[config.mk]
export PLATFORM = sky130hd
export DESIGN_NAME = conv_stream_sequencer
export DESIGN_NICKNAME = d
export VERILOG_FILES = /design/src/rtl/conv_pkg.sv /design/src/rtl/conv_mac.sv /design/src/rtl/conv_stream_sequencer.sv
export SDC_FILE = /design/constraint.sdc
export NUM_CORES = 1
export LEC_CHECK = 0
export CAP_MARGIN = 0
export CORE_MARGIN = 1.5
export CORE_UTILIZATION = 40
export CTS_CLUSTER_DIAMETER = 60
export DETAILED_ROUTE_END_ITERATION = 8
export PLACE_DENSITY = 0.6
export SYNTH_ARGS = -nofsm -noshare
export SYNTH_HDL_FRONTEND = slang
export SYNTH_SLANG_ARGS = --single-unit
[constraint.sdc]
create_clock -name clk -period 6.85 [get_ports clk]
set_input_delay 1.37 -clock clk [delete_from_list [all_inputs] [get_ports clk]]
set_output_delay 1.37 -clock clk [all_outputs]
set_load 0.03 [all_outputs]
[src/rtl/conv_pkg.sv]
// conv_pkg: shared FSM state type and helpers for the convolution sequencers.
package conv_pkg;
  typedef enum logic [2:0] {IDLE, FETCH, DRAIN, WRITE, DONE} state_t;

  function automatic int conv_out_dim(input int mapsize, input int ksize, input int stride);
    return (mapsize - ksize) / stride + 1;
  endfunction

  // Callers sign-extend to 64 bits and truncate the result back to their width.
  function automatic logic signed [63:0] relu(input logic signed [63:0] acc);
    return (acc < 0) ? '0 : acc;
  endfunction
endpackage

[src/rtl/conv_mac.sv]
// conv_mac: signed DW x DW multiply with wrapping ACCW accumulate; clr has priority over en.
module conv_mac #(
  parameter int DW   = 8,
  parameter int ACCW = 32
) (
  input  logic                   clk,
  input  logic                   rst,
  input  logic                   clr,
  input  logic                   en,
  input  logic signed [DW-1:0]   a,
  input  logic signed [DW-1:0]   b,
  output logic signed [ACCW-1:0] acc
);
  logic signed [2*DW-1:0] prod;
  logic signed [ACCW-1:0] acc_q, acc_d;

  assign prod  = a * b;
  assign acc_d = clr ? '0 : en ? acc_q + ACCW'(prod) : acc_q;
  assign acc   = acc_q;

  always_ff @(posedge clk or posedge rst)
    if (rst) acc_q <= '0;
    else     acc_q <= acc_d;
endmodule

[src/rtl/conv_stream_sequencer.sv]
// conv_stream_sequencer: strided KxK multi-channel convolution walker streaming pixels on valid/ready.
// Define CONV_RELU_EN to clamp negative results to zero on out_data (accumulator untouched).
module conv_stream_sequencer
  import conv_pkg::*;
#(
  parameter int MAPSIZE  = 32,
  parameter int KSIZE    = 5,
  parameter int STRIDE   = 1,
  parameter int CHANNELS = 1,
  parameter int DW       = 8,
  parameter int ACCW     = 32,
  localparam int OUTDIM  = conv_out_dim(MAPSIZE, KSIZE, STRIDE),
  localparam int TAPS    = CHANNELS * KSIZE * KSIZE,
  localparam int FM_AW   = $clog2(CHANNELS * MAPSIZE * MAPSIZE),
  localparam int W_AW    = $clog2(TAPS),
  localparam int OUT_AW  = $clog2(OUTDIM * OUTDIM)
) (
  input  logic                   clk,
  input  logic                   rst,
  input  logic                   start,
  output logic                   busy,
  output logic                   done,
  output logic                   mem_rd_en,
  output logic [FM_AW-1:0]       fm_addr,
  input  logic signed [DW-1:0]   fm_rdata,
  output logic [W_AW-1:0]        w_addr,
  input  logic signed [DW-1:0]   w_rdata,
  output logic                   out_valid,
  input  logic                   out_ready,
  output logic [OUT_AW-1:0]      out_addr,
  output logic signed [ACCW-1:0] out_data
);
  localparam int OW = $clog2(OUTDIM) + 1;
  localparam int KW = $clog2(KSIZE) + 1;
  localparam int CW = $clog2(CHANNELS) + 1;

  if ((MAPSIZE - KSIZE) % STRIDE != 0) $error("window does not tile the map with this STRIDE");
  if (KSIZE > MAPSIZE) $error("KSIZE exceeds MAPSIZE");
  if (ACCW < 2 * DW) $error("ACCW narrower than a full product");

  state_t state_q, state_d;
  logic [OW-1:0] ox_q, ox_d, oy_q, oy_d;
  logic [KW-1:0] i_q, i_d, j_q, j_d;
  logic [CW-1:0] c_q, c_d;
  logic rd_q, tap0, last_j, last_i, last_c, last_tap, last_ox, last_px;
  logic [FM_AW-1:0] fm_a;
  logic [W_AW-1:0] w_a;
  logic signed [ACCW-1:0] acc, res;

  assign last_j   = j_q == KW'(KSIZE - 1);
  assign last_i   = i_q == KW'(KSIZE - 1);
  assign last_c   = c_q == CW'(CHANNELS - 1);
  assign last_tap = last_c && last_i && last_j;
  assign last_ox  = ox_q == OW'(OUTDIM - 1);
  assign last_px  = last_ox && oy_q == OW'(OUTDIM - 1);
  assign tap0     = state_q == FETCH && c_q == '0 && i_q == '0 && j_q == '0;

  assign fm_a = FM_AW'(int'(c_q) * MAPSIZE * MAPSIZE + (int'(oy_q) * STRIDE + int'(i_q)) * MAPSIZE
                       + int'(ox_q) * STRIDE + int'(j_q));
  assign w_a  = W_AW'(int'(c_q) * KSIZE * KSIZE + int'(i_q) * KSIZE + int'(j_q));

`ifdef CONV_RELU_EN
  assign res = ACCW'(relu(64'(acc)));
`else
  assign res = acc;
`endif

  always_ff @(posedge clk or posedge rst)
    if (rst) begin
      state_q <= IDLE;
      ox_q    <= '0;
      oy_q    <= '0;
      c_q     <= '0;
      i_q     <= '0;
      j_q     <= '0;
      rd_q    <= 1'b0;
    end else begin
      state_q <= state_d;
      ox_q    <= ox_d;
      oy_q    <= oy_d;
      c_q     <= c_d;
      i_q     <= i_d;
      j_q     <= j_d;
      rd_q    <= state_q == FETCH;
    end

  always_comb begin
    state_d = state_q;
    case (state_q)
      IDLE:    state_d = start ? FETCH : IDLE;
      FETCH:   state_d = last_tap ? DRAIN : FETCH;
      DRAIN:   state_d = WRITE;
      WRITE:   state_d = !out_ready ? WRITE : last_px ? DONE : FETCH;
      DONE:    state_d = IDLE;
      default: state_d = IDLE;
    endcase
  end

  // Tap counters wrap back to zero on the last tap, so each pixel starts at tap 0.
  always_comb begin
    ox_d = ox_q;
    oy_d = oy_q;
    c_d  = c_q;
    i_d  = i_q;
    j_d  = j_q;
    if (state_q == IDLE && start) begin
      ox_d = '0;
      oy_d = '0;
    end
    if (state_q == FETCH) begin
      j_d = last_j ? '0 : j_q + 1'b1;
      i_d = !last_j ? i_q : last_i ? '0 : i_q + 1'b1;
      c_d = !(last_j && last_i) ? c_q : last_c ? '0 : c_q + 1'b1;
    end
    if (state_q == WRITE && out_ready && !last_px) begin
      ox_d = last_ox ? '0 : ox_q + 1'b1;
      oy_d = last_ox ? oy_q + 1'b1 : oy_q;
    end
  end

  always_comb begin
    busy      = state_q == FETCH || state_q == DRAIN || state_q == WRITE;
    done      = state_q == DONE;
    mem_rd_en = state_q == FETCH;
    out_valid = state_q == WRITE;
    fm_addr   = state_q == FETCH ? fm_a : '0;
    w_addr    = state_q == FETCH ? w_a : '0;
    out_addr  = state_q == WRITE ? OUT_AW'(int'(oy_q) * OUTDIM + int'(ox_q)) : '0;
    out_data  = state_q == WRITE ? res : '0;
  end

  // Read data lands one cycle after issue, so the add is enabled by the delayed strobe.
  conv_mac #(.DW(DW), .ACCW(ACCW)) u_mac (
    .clk (clk),
    .rst (rst),
    .clr (tap0),
    .en  (rd_q),
    .a   (fm_rdata),
    .b   (w_rdata),
    .acc (acc)
  );
endmodule

==> results of run 1 <==
-- worst reg2reg max path: stages, from the launching register on --
cell	delay, ps
dfrtp_1	460
nand3b_1	420
inv_1	900
nand2_1	330
nor2b_1	270
nor2_1	140
nor2_1	440
nand4_1	170
xnor2_1	160
nor2_1	50
-- flip-flops by register name (all words and copies together), names as in the netlist --
name	flops
state_q	3
ox_q	6
u_mac.acc	32
i_q	4
rd_q	1
j_q	4
oy_q	6
-- placed cells by master (no fill, tap or decap), types with 4 or more instances in the layout --
cell type,synthesis,routed
o21bai_1,6,6
a211oi_1,6,5
a21o_1,25,25
and2_1,86,77
ha_4,0,11
and2_4,0,9
o21ai_0,34,29
or2_2,5,4
xnor2_1,50,48
o21ai_1,9,10
nand3_1,9,9
clkdlybuf4s50_1,0,64
buf_2,0,7
a21oi_2,1,9
nor3_1,9,7
o21ai_2,1,4
ha_1,102,90
o21a_1,8,8
nor2_1,72,71
a21oi_1,43,31
nand2_1,45,44
clkbuf_16,0,5
dfrtp_1,56,56
nand4_1,5,5
inv_1,117,103
o22ai_1,7,5
mux2i_1,15,15
fa_1,66,64
nand2b_1,15,14
buf_6,2,14
xor2_1,18,17
buf_4,0,124
inv_2,0,13
a21oi_4,1,5
nor2b_1,23,20
-- final cells by class --
class                      count  area (sq um)  share of cell area
clock buffer                   6           129              0.0121
clock inverter                 2          16.3             0.00153
inverter                     117           442              0.0415
multi-input combinational    714          6530               0.613
sequential                    56          1400               0.132
tap                          265           332              0.0311
timing repair buffer         212          1810               0.170
-- metrics by stage --
| stage | instance area [sq um] | hold WS, ps |
|---|---|---|
| 3_3_place_gp | 10000 | 526 |
| 3_5_place_dp | 10000 | 528 |
| 6_report | 10700 | 547 |
| 2_1_floorplan | 8150 | 470 |
| 4_1_cts | 10400 | 552 |
| 5_1_grt | 10700 | 573 |
-- logic make-up (layout without fill, tap and decap cells) --
group / Yosys count / count (layout) / share of synthesized area
mux: 19 / 19 / 0.0244
simple gates: 288 / 288 / 0.190
buf+inv: 132 / 337 / 0.0639
xor+xnor: 69 / 69 / 0.0775
compound gates: 170 / 170 / 0.144
flops: 56 / 56 / 0.175
fa+ha+maj: 168 / 168 / 0.325
-- synthesized netlist by cell type, types with 8 or more instances --
master	n	area, sq um
ha_1	102	1280
o21a_1	8	60.1
xnor2_1	50	438
o21ai_0	34	170
nor2_1	72	270
nor3_1	9	45.0
a21o_1	25	188
mux2i_1	15	150
xor2_1	18	158
dfrtp_1	56	1400
nor2b_1	23	144
nand2b_1	15	93.8
and2_1	86	538
o21ai_1	9	45.0
fa_1	66	1320
clkbuf_1	12	45.0
a21oi_1	43	215
nand3_1	9	45.0
nand2_1	45	169
inv_1	117	439
-- routing by layer --
layer  track usage  routed length, um  vias to the layer above
met1         0.267               9300                     3215
met5             0                  0                        -
met4        0.0447                269                        0
met3        0.0248                523                       19
li1              -                  -                     3401
met2         0.322               9000                       90
-- how the worst max path moves through the flow --
| stage | end | cells after the start |
|---|---|---|
| 2_1_floorplan | u_mac.acc[31]$_DFFE_PP0P_ | 25 |
| 3_3_place_gp | u_mac.acc[31]$_DFFE_PP0P_ | 26 |
| 3_5_place_dp | u_mac.acc[31]$_DFFE_PP0P_ | 26 |
| 4_1_cts | u_mac.acc[31]$_DFFE_PP0P_ | 27 |
| 5_1_grt | u_mac.acc[31]$_DFFE_PP0P_ | 28 |
| 6_report | u_mac.acc[31]$_DFFE_PP0P_ | 27 |
-- timing repair --
item / 4_1_cts / 5_1_grt
pin swaps: 53 / 42
setup endpoints to repair: 15 / 15
resized for setup: 119 / 41
buffers inserted: 14 / 10
==> key figures, run 1 <==
Synthesis
  – Mapped Cells: 902
  – Syn_nets: 1,090
  – Mapped Area: 7990 sq um
  – Sequential element share of the synthesized area: 0.175
  – Mean Syn Cell Area: 8.86 sq um
  – Yosys cell types: 68
  – Synth warnings: 0
  – Post-synth ARST share: 1.00
  – Synthesized flop and latch total: 56
  – Count of flip-flops with a built-in enable after synthesis: 0
  – Post-synth top flop: dfrtp_1

Global route
  – Initial antenna violation count: 0
  – Pin count of the biggest net entering global routing: 57
  – Vias in the first global route: 6,843
  – GR Util All Layers: 0.193
  – First-pass GRT wire length: 32,400 um
  – GRT overflow: 0

CTS
  – Hold_buf cts: 0
  – Sink Count: 56
  – CTS buffer count: 5
  – CTS tree: done
  – CTS Buffer Depth: 2
  – CTS Root Cell: clkbuf_16
  – H-tree levels: 2
  – Clk slew on worst S/H paths: 70 ps
  – Insertion delay to the later sink of the worst-skew pair: 310 ps

Finish
  – Layout cells sized above 1: 0.228
  – Finished Layout Cells: 1,372
  – Final #Nets: 1,294
  – Inserted Diodes: 0
  – Fill cells: 1,871
  – Fin util: 0.545
  – Area Overhead vs Synth: 33.3%

STA
  – RSZ-0062 raised after global routing: yes
  – Setup TNS: -1850 ps
  – Final setup viols: 10
  – Final hold vios: 0
  – Final period demand of the worst path: 7210 ps
  – Final WS setup: -355 ps
  – Worst-Margin Slew: 1140 ps
  – Fmax: 0.139 GHz
  – Slew headroom: 0.229
  – Pins Over Slew Limit: 0
  – Clk_skew: 6.31 ps
  – Period utilisation layout: 1.05

Run
  – Max cap viols: 0

Critical path
  – Worst r2r dst: oy_q[5]$_DFFE_PP0P_
  – FF-to-FF path depth: 9
  – FF-to-FF setup slack: 3350 ps
  – Worst Path Buf+Inv: 6
  – Worst path arrival time: 7400 ps
  – CP most frequent cell: fa_1
  – Slowest stage delay, CP: 560 ps
  – Max FO, Critical Path: 7
  – Worst Setup SP: fm_rdata[5]
  – Cell family with most CP delay: adder cells
  – Critical path's slowest cell: fa_1
  – FF-to-FF Start: state_q[2]$_DFF_PP0_
  – Crit path kind: primary input to flop
  – Crit start category: primary input
  – WP data required: 7040 ps
  – Crit path capture type: flop

Die
  – Die area: 20,800 sq um
  – DIE WIDTH: 144 um
  – Core ar.: 19,500 sq um
  – Die H: 144 um
  – Initial Util: 0.409
  – Rows: 51
  – IO Count: 81

Placement
  – Place WS: -1260 ps
  – Routability cong.: 0.823
  – Placed insts: 1,340
  – I/O Buffers: 80
  – Detailed Place HPWL: 14,800 um

Hold path
  – Hold path endpoint: u_mac.acc[24]$_DFFE_PP0P_
  – Hold path depth: 2
  – HP Class: flop to flop
  – Hold_sp: u_mac.acc[24]$_DFFE_PP0P_

Detailed routing
  – Remaining antenna violation count: 0
  – Starting DRC count in detailed routing: 207
  – WL/cell: 13.9 um
  – DR DRC count: 0
  – Vias per cell: 4.90
  – Drt pass-1 iters: 4
  – Final wirelength: 19,100 um
  – Vias: 6,725

Status
  – Violated checks: negative setup slack
  – Status: finished with violations
Power of run 1 is left out: the tool's default activity adds up to more than one toggle a clock period on the data nets, which glitch-free logic cannot reach.
==> run 2, diff against run 1 <==
ABC_AREA = 1   (was not set)
PLACE_DENSITY = 0.59   (was 0.6)
==> key figures, run 2 <==
STA
  – Clk_skew: 11.4 ps
  – Final hold vios: 0
  – Pins Over Slew Limit: 0
  – Slew headroom: 0.462
  – Final period demand of the worst path: 6480 ps
  – Final setup viols: 0
  – Worst-Margin Slew: 806 ps
  – Period utilisation layout: 0.946
  – RSZ-0062 raised after global routing: no
  – Fmax: 0.154 GHz

CTS
  – CTS Buffer Depth: 2
  – Clk slew on worst S/H paths: 80 ps
  – Insertion delay to the later sink of the worst-skew pair: 320 ps
  – CTS tree: done
  – CTS buffer count: 5
  – Sink Count: 56
  – CTS Root Cell: clkbuf_16
  – H-tree levels: 2

Placement
  – Placed Instance Area: 10,800 sq um
  – Routability cong.: 0.880
  – Placed insts: 1,758
  – I/O Buffers: 80
  – Detailed Place HPWL: 18,700 um

Die
  – Die H: 151 um
  – Die area: 22,700 sq um
  – IO Count: 81
  – Initial Util: 0.410
  – Core ar.: 21,200 sq um
  – DIE WIDTH: 151 um
  – Rows: 53

Critical path
  – Max FO, Critical Path: 13
  – Slowest stage delay, CP: 550 ps
  – Crit start category: primary input
  – Worst Path Buf+Inv: 7
  – Crit path kind: primary input to flop
  – Crit path capture type: flop
  – CP most frequent cell: nand2_1
  – WP data required: 7070 ps
  – Cell family with most CP delay: adder cells
  – Critical path's slowest cell: fa_1
  – Worst path arrival time: 6700 ps

Detailed routing
  – Remaining antenna violation count: 0
  – Starting DRC count in detailed routing: 392
  – WL/cell: 13.0 um
  – Vias per cell: 4.80
  – DR DRC count: 0
  – Drt pass-1 iters: 4
  – Final wirelength: 23,100 um
  – Vias: 8,504

Global route
  – First-pass GRT wire length: 38,800 um
  – Pin count of the biggest net entering global routing: 57
  – Vias in the first global route: 8,307
  – GR Util All Layers: 0.214
  – Initial antenna violation count: 0
  – GRT overflow: 0

Synthesis
  – Leading area contributor after synthesis: dfrtp_1
  – Mapped Cells: 1,294
  – Count of flip-flops with a built-in enable after synthesis: 0
  – Synthesized flop and latch total: 56
  – Synth warnings: 0
  – Mean Syn Cell Area: 6.73 sq um
  – Post-synth ARST share: 1.00
  – Largest cells by area after synthesis: dfrtp_1 (16%), fa_1 (15%), ha_1 (15%), nand2_1 (13%), inv_1 (12%)
  – Mapped Area: 8710 sq um
  – Post-synth top flop: dfrtp_1
  – Sequential element share of the synthesized area: 0.161
  – Commonest cells in the netlist: nand2_1 (297), inv_1 (286), nor2_1 (133)
  – Yosys cell types: 44
  – Count leader, synth: nand2_1
  – Syn_nets: 1,482
  – Synth top area share: 0.161

Finish
  – Cell area after layout: 11,400 sq um
  – Inserted Diodes: 0
  – Finished Layout Cells: 1,771
  – Sequential cell area: 1400 sq um
  – Final #Nets: 1,683
  – Area Overhead vs Synth: 30.5%
  – Layout cells sized above 1: 0.171
  – Commonest cells after routing, fill and taps aside: inv_1 (281), nand2_1 (277), buf_4 (137), nor2_1 (115), ha_1 (88)
  – Fill cells: 2,139
  – Area of the multi-input gates: 6460 sq um
  – Commonest non-fill, non-tap cell in the layout: inv_1
  – Max FFs per register: 32

Run
  – Max cap viols: 0

Hold path
  – HP Class: flop to flop

Status
  – Status: completed
==> run 2: cell type report <==
type                       count  share of cell area
inverter                     293              0.0971
multi-input combinational    920               0.569
clock inverter                 3             0.00253
clock buffer                   5              0.0110
sequential                    56               0.123
tap                          275              0.0303
timing repair buffer         219               0.167
==> run 2: logic make-up (layout without fill, tap and decap cells) <==
logic type	after synthesis	count (layout)	share of synthesized area
adder cells (fa/ha/maj)	168	168	0.298
buffers and inverters	318	520	0.139
flip-flops	56	56	0.161
XOR/XNOR	25	25	0.0251
AO/OA/AOI/OAI	177	177	0.110
multiplexers	1	1	0.00115
AND/OR/NAND/NOR	549	549	0.266
==> run 2: repair_timing <==
item                                    4_1_cts  5_1_grt
resized for setup                            10      101
endpoints found under the setup margin       15       21
pin swaps                                     0       20
hold buffers                                  0        0
setup buffers                                 0        5
==> run 2: through the flow <==
| step | util | setup slack, ps | hold WS (ps) | setup TNS [ps] |
|---|---|---|---|---|
| after floorplan | - | 140 | 471 | 0 |
| final | 0.535 | 370 | 535 | 0 |
| after global placement | 0.507 | -430 | 507 | -5810 |
| after CTS | 0.516 | -16.5 | 536 | -16.5 |
| after global routing | 0.535 | 7.76 | 568 | 0 |
| after detailed placement | 0.507 | -453 | 517 | -7430 |
==> run 2: worst paths after layout <==
kind	start	end	depth (start not counted)	slack, ps
max reg2reg	state_q[1]$_DFF_PP0_	u_mac.acc[6]$_DFFE_PP0P_	6	4320
min in group asynchronous	rst	ox_q[1]$_DFFE_PP0P_	3	1590
min reg2reg	u_mac.acc[28]$_DFFE_PP0P_	u_mac.acc[28]$_DFFE_PP0P_	2	530
max	fm_rdata[7]	u_mac.acc[29]$_DFFE_PP0P_	30	370
min	u_mac.acc[28]$_DFFE_PP0P_	u_mac.acc[28]$_DFFE_PP0P_	2	530
max in group asynchronous	rst	u_mac.acc[22]$_DFFE_PP0P_	3	4720
==> run 2: per-layer routing <==
metal  vias to the layer above  track usage  part of all wire
met5                         -            0                 0
met4                         0       0.0451             0.014
met2                       134        0.365              0.46
li1                       4415            -                 -
met1                      3932        0.290              0.49
met3                        23       0.0276             0.034
==> run 2: worst min-delay path, stage by stage (launching register included) <==
cell and delay [ps]:
dfrtp_1 390, nand2_1 60, nand2_1 60
Power of run 2 is left out for the same reason.
==> run 3, diff against run 2 <==
--- a/config.mk
+++ b/config.mk
@@ -7,10 +7,10 @@
 export LEC_CHECK = 0
 export ABC_AREA = 1
-export CAP_MARGIN = 0
+export CAP_MARGIN = 40
 export CORE_MARGIN = 1.5
-export CORE_UTILIZATION = 40
+export CORE_UTILIZATION = 60
 export CTS_CLUSTER_DIAMETER = 60
 export DETAILED_ROUTE_END_ITERATION = 8
-export PLACE_DENSITY = 0.59
+export PLACE_DENSITY = 0.83
 export SYNTH_ARGS = -nofsm -noshare
 export SYNTH_HDL_FRONTEND = slang
==> constraint.sdc (replaced) <==
create_clock -name clk -period 6.85 [get_ports clk]
set_input_delay 1.0275 -clock clk [delete_from_list [all_inputs] [get_ports clk]]
set_output_delay 1.0275 -clock clk [all_outputs]
set_load 0.03 [all_outputs]
==> key figures, run 3 (same netlist as run 2, synthesis figures left out) <==
Status
  – Status: completed

Critical path
  – Crit start category: primary input
  – Slowest stage delay, CP: 540 ps
  – Crit path kind: primary input to flop
  – Crit path capture type: flop
  – Max FO, Critical Path: 6
  – Critical path's slowest cell: fa_1
  – Worst path arrival time: 6740 ps
  – WP data required: 7040 ps
  – CP most frequent cell: nand2_1

Global route
  – Vias in the first global route: 8,074
  – First-pass GRT wire length: 36,100 um
  – GR Util All Layers: 0.295
  – Pin count of the biggest net entering global routing: 57
  – Initial antenna violation count: 0
  – GRT overflow: 0

Run
  – Max cap viols: 0

STA
  – Clk_skew: 13.1 ps
  – Period utilisation layout: 0.956
  – Slew headroom: 0.494
  – Final WS setup: 301 ps
  – Min Hold Slack: 528 ps
  – Final hold vios: 0
  – Pins Over Slew Limit: 0
  – Fmax: 0.153 GHz
  – Final period demand of the worst path: 6550 ps
  – Final setup viols: 0
  – Setup TNS: 0 ps
  – Worst-Margin Slew: 759 ps

Placement
  – Placed Instance Area: 9930 sq um
  – Detailed Place HPWL: 17,400 um
  – Place WS: -262 ps
  – I/O Buffers: 80
  – Routability cong.: 0.959

CTS
  – CTS Root Cell: clkbuf_16
  – H-tree levels: 2
  – CTS buffer count: 5
  – CTS tree: done
  – Clk slew on worst S/H paths: 80 ps
  – CTS Buffer Depth: 2
  – Sink Count: 56
  – Insertion delay to the later sink of the worst-skew pair: 310 ps

Detailed routing
  – Starting DRC count in detailed routing: 543
  – Remaining antenna violation count: 0
  – Drt pass-1 iters: 5
  – Vias per cell: 5.39
  – Final wirelength: 21,400 um
  – Vias: 8,499
  – DR DRC count: 0
  – WL/cell: 13.6 um

Die
  – DIE WIDTH: 123 um
  – Initial Util: 0.620
  – Die H: 123 um
  – Core ar.: 14,000 sq um
  – Rows: 43
  – Die area: 15,200 sq um
  – IO Count: 81

Finish
  – Commonest non-fill, non-tap cell in the layout: nand2_1
  – Layout cells sized above 1: 0.0702
  – Cell area after layout: 10,200 sq um
  – Commonest cells after routing, fill and taps aside: nand2_1 (293), inv_1 (285), nor2_1 (126), ha_1 (98), nand3_1 (71)
  – Max FFs per register: 32
  – Final #Nets: 1,584
  – Inserted Diodes: 0
  – Fill cells: 1,120
  – Sequential cell area: 1400 sq um
  – Area of the multi-input gates: 6190 sq um
  – Area Overhead vs Synth: 17.3%

Hold path
  – HP Class: flop to flop
[run 3: cell types whose count changed in the layout (fill, tap and decap cells not counted), sizes merged]
| cell | delta |
|---|---|
| clkdlybuf4s50 | +5 |
| dlygate4sd2 | -1 |
| buf | -99 |
| dlymetal6s2s | -4 |
[run 3: path summary, 6_finish.rpt]
kind                                           start                   endpoint  slack [ps]  depth (start not counted)
hold reg to reg            u_mac.acc[31]$_DFFE_PP0P_  u_mac.acc[31]$_DFFE_PP0P_         530                          2
hold / removal             u_mac.acc[31]$_DFFE_PP0P_  u_mac.acc[31]$_DFFE_PP0P_         530                          2
setup / recovery                          w_rdata[7]  u_mac.acc[20]$_DFFE_PP0P_         300                         30
setup reg to reg                state_q[1]$_DFF_PP0_  u_mac.acc[20]$_DFFE_PP0P_        4340                          6
max in group asynchronous                        rst  u_mac.acc[20]$_DFFE_PP0P_        5080                          3
min in group asynchronous                        rst        ox_q[1]$_DFFE_PP0P_        1240                          3
[run 3: timing repair]
item / CTS / global route
resized for setup: 0 / 35
hold buffers: 0 / 0
endpoints found under the setup margin: 0 / 19
endpoints found under the hold margin: 0 / 0
setup buffers: 0 / 2
[run 3: per-stage QoR]
| stage | std cells | utilization |
|---|---|---|
| after global placement | 1567 | 0.707 |
| after floorplan | 1294 | - |
| after global routing | 1577 | 0.727 |
| after CTS | 1575 | 0.718 |
| final | 1577 | 0.727 |
| after detailed placement | 1567 | 0.707 |
[run 3: final cells by class]
| class | count | share of cell area |
|---|---|---|
| clock buffer | 5 | 0.0123 |
| timing repair buffer | 120 | 0.111 |
| clock inverter | 3 | 0.00282 |
| tap | 180 | 0.0221 |
| multi-input combinational | 920 | 0.606 |
| inverter | 293 | 0.108 |
| sequential | 56 | 0.137 |
[run 3: metal layers]
layer,up-vias,part of all wire,global-route usage
li1,4224,-,-
met1,3935,0.44,0.389
met2,287,0.48,0.518
met3,53,0.054,0.0300
met4,0,0.026,0.0797
met5,-,0,0
[run 3: critical path, delay by kind of cell]
| kind | cells | cell delay, ps |
|---|---|---|
| AOI/OAI and AO/OA | 4 | 530 |
| xor gates and xnor gates | 1 | 150 |
| buffers and inverters | 6 | 790 |
| adders and majority gates | 6 | 2660 |
| and+or+nand+nor | 13 | 1580 |
Power of run 3 is left out for the same reason.
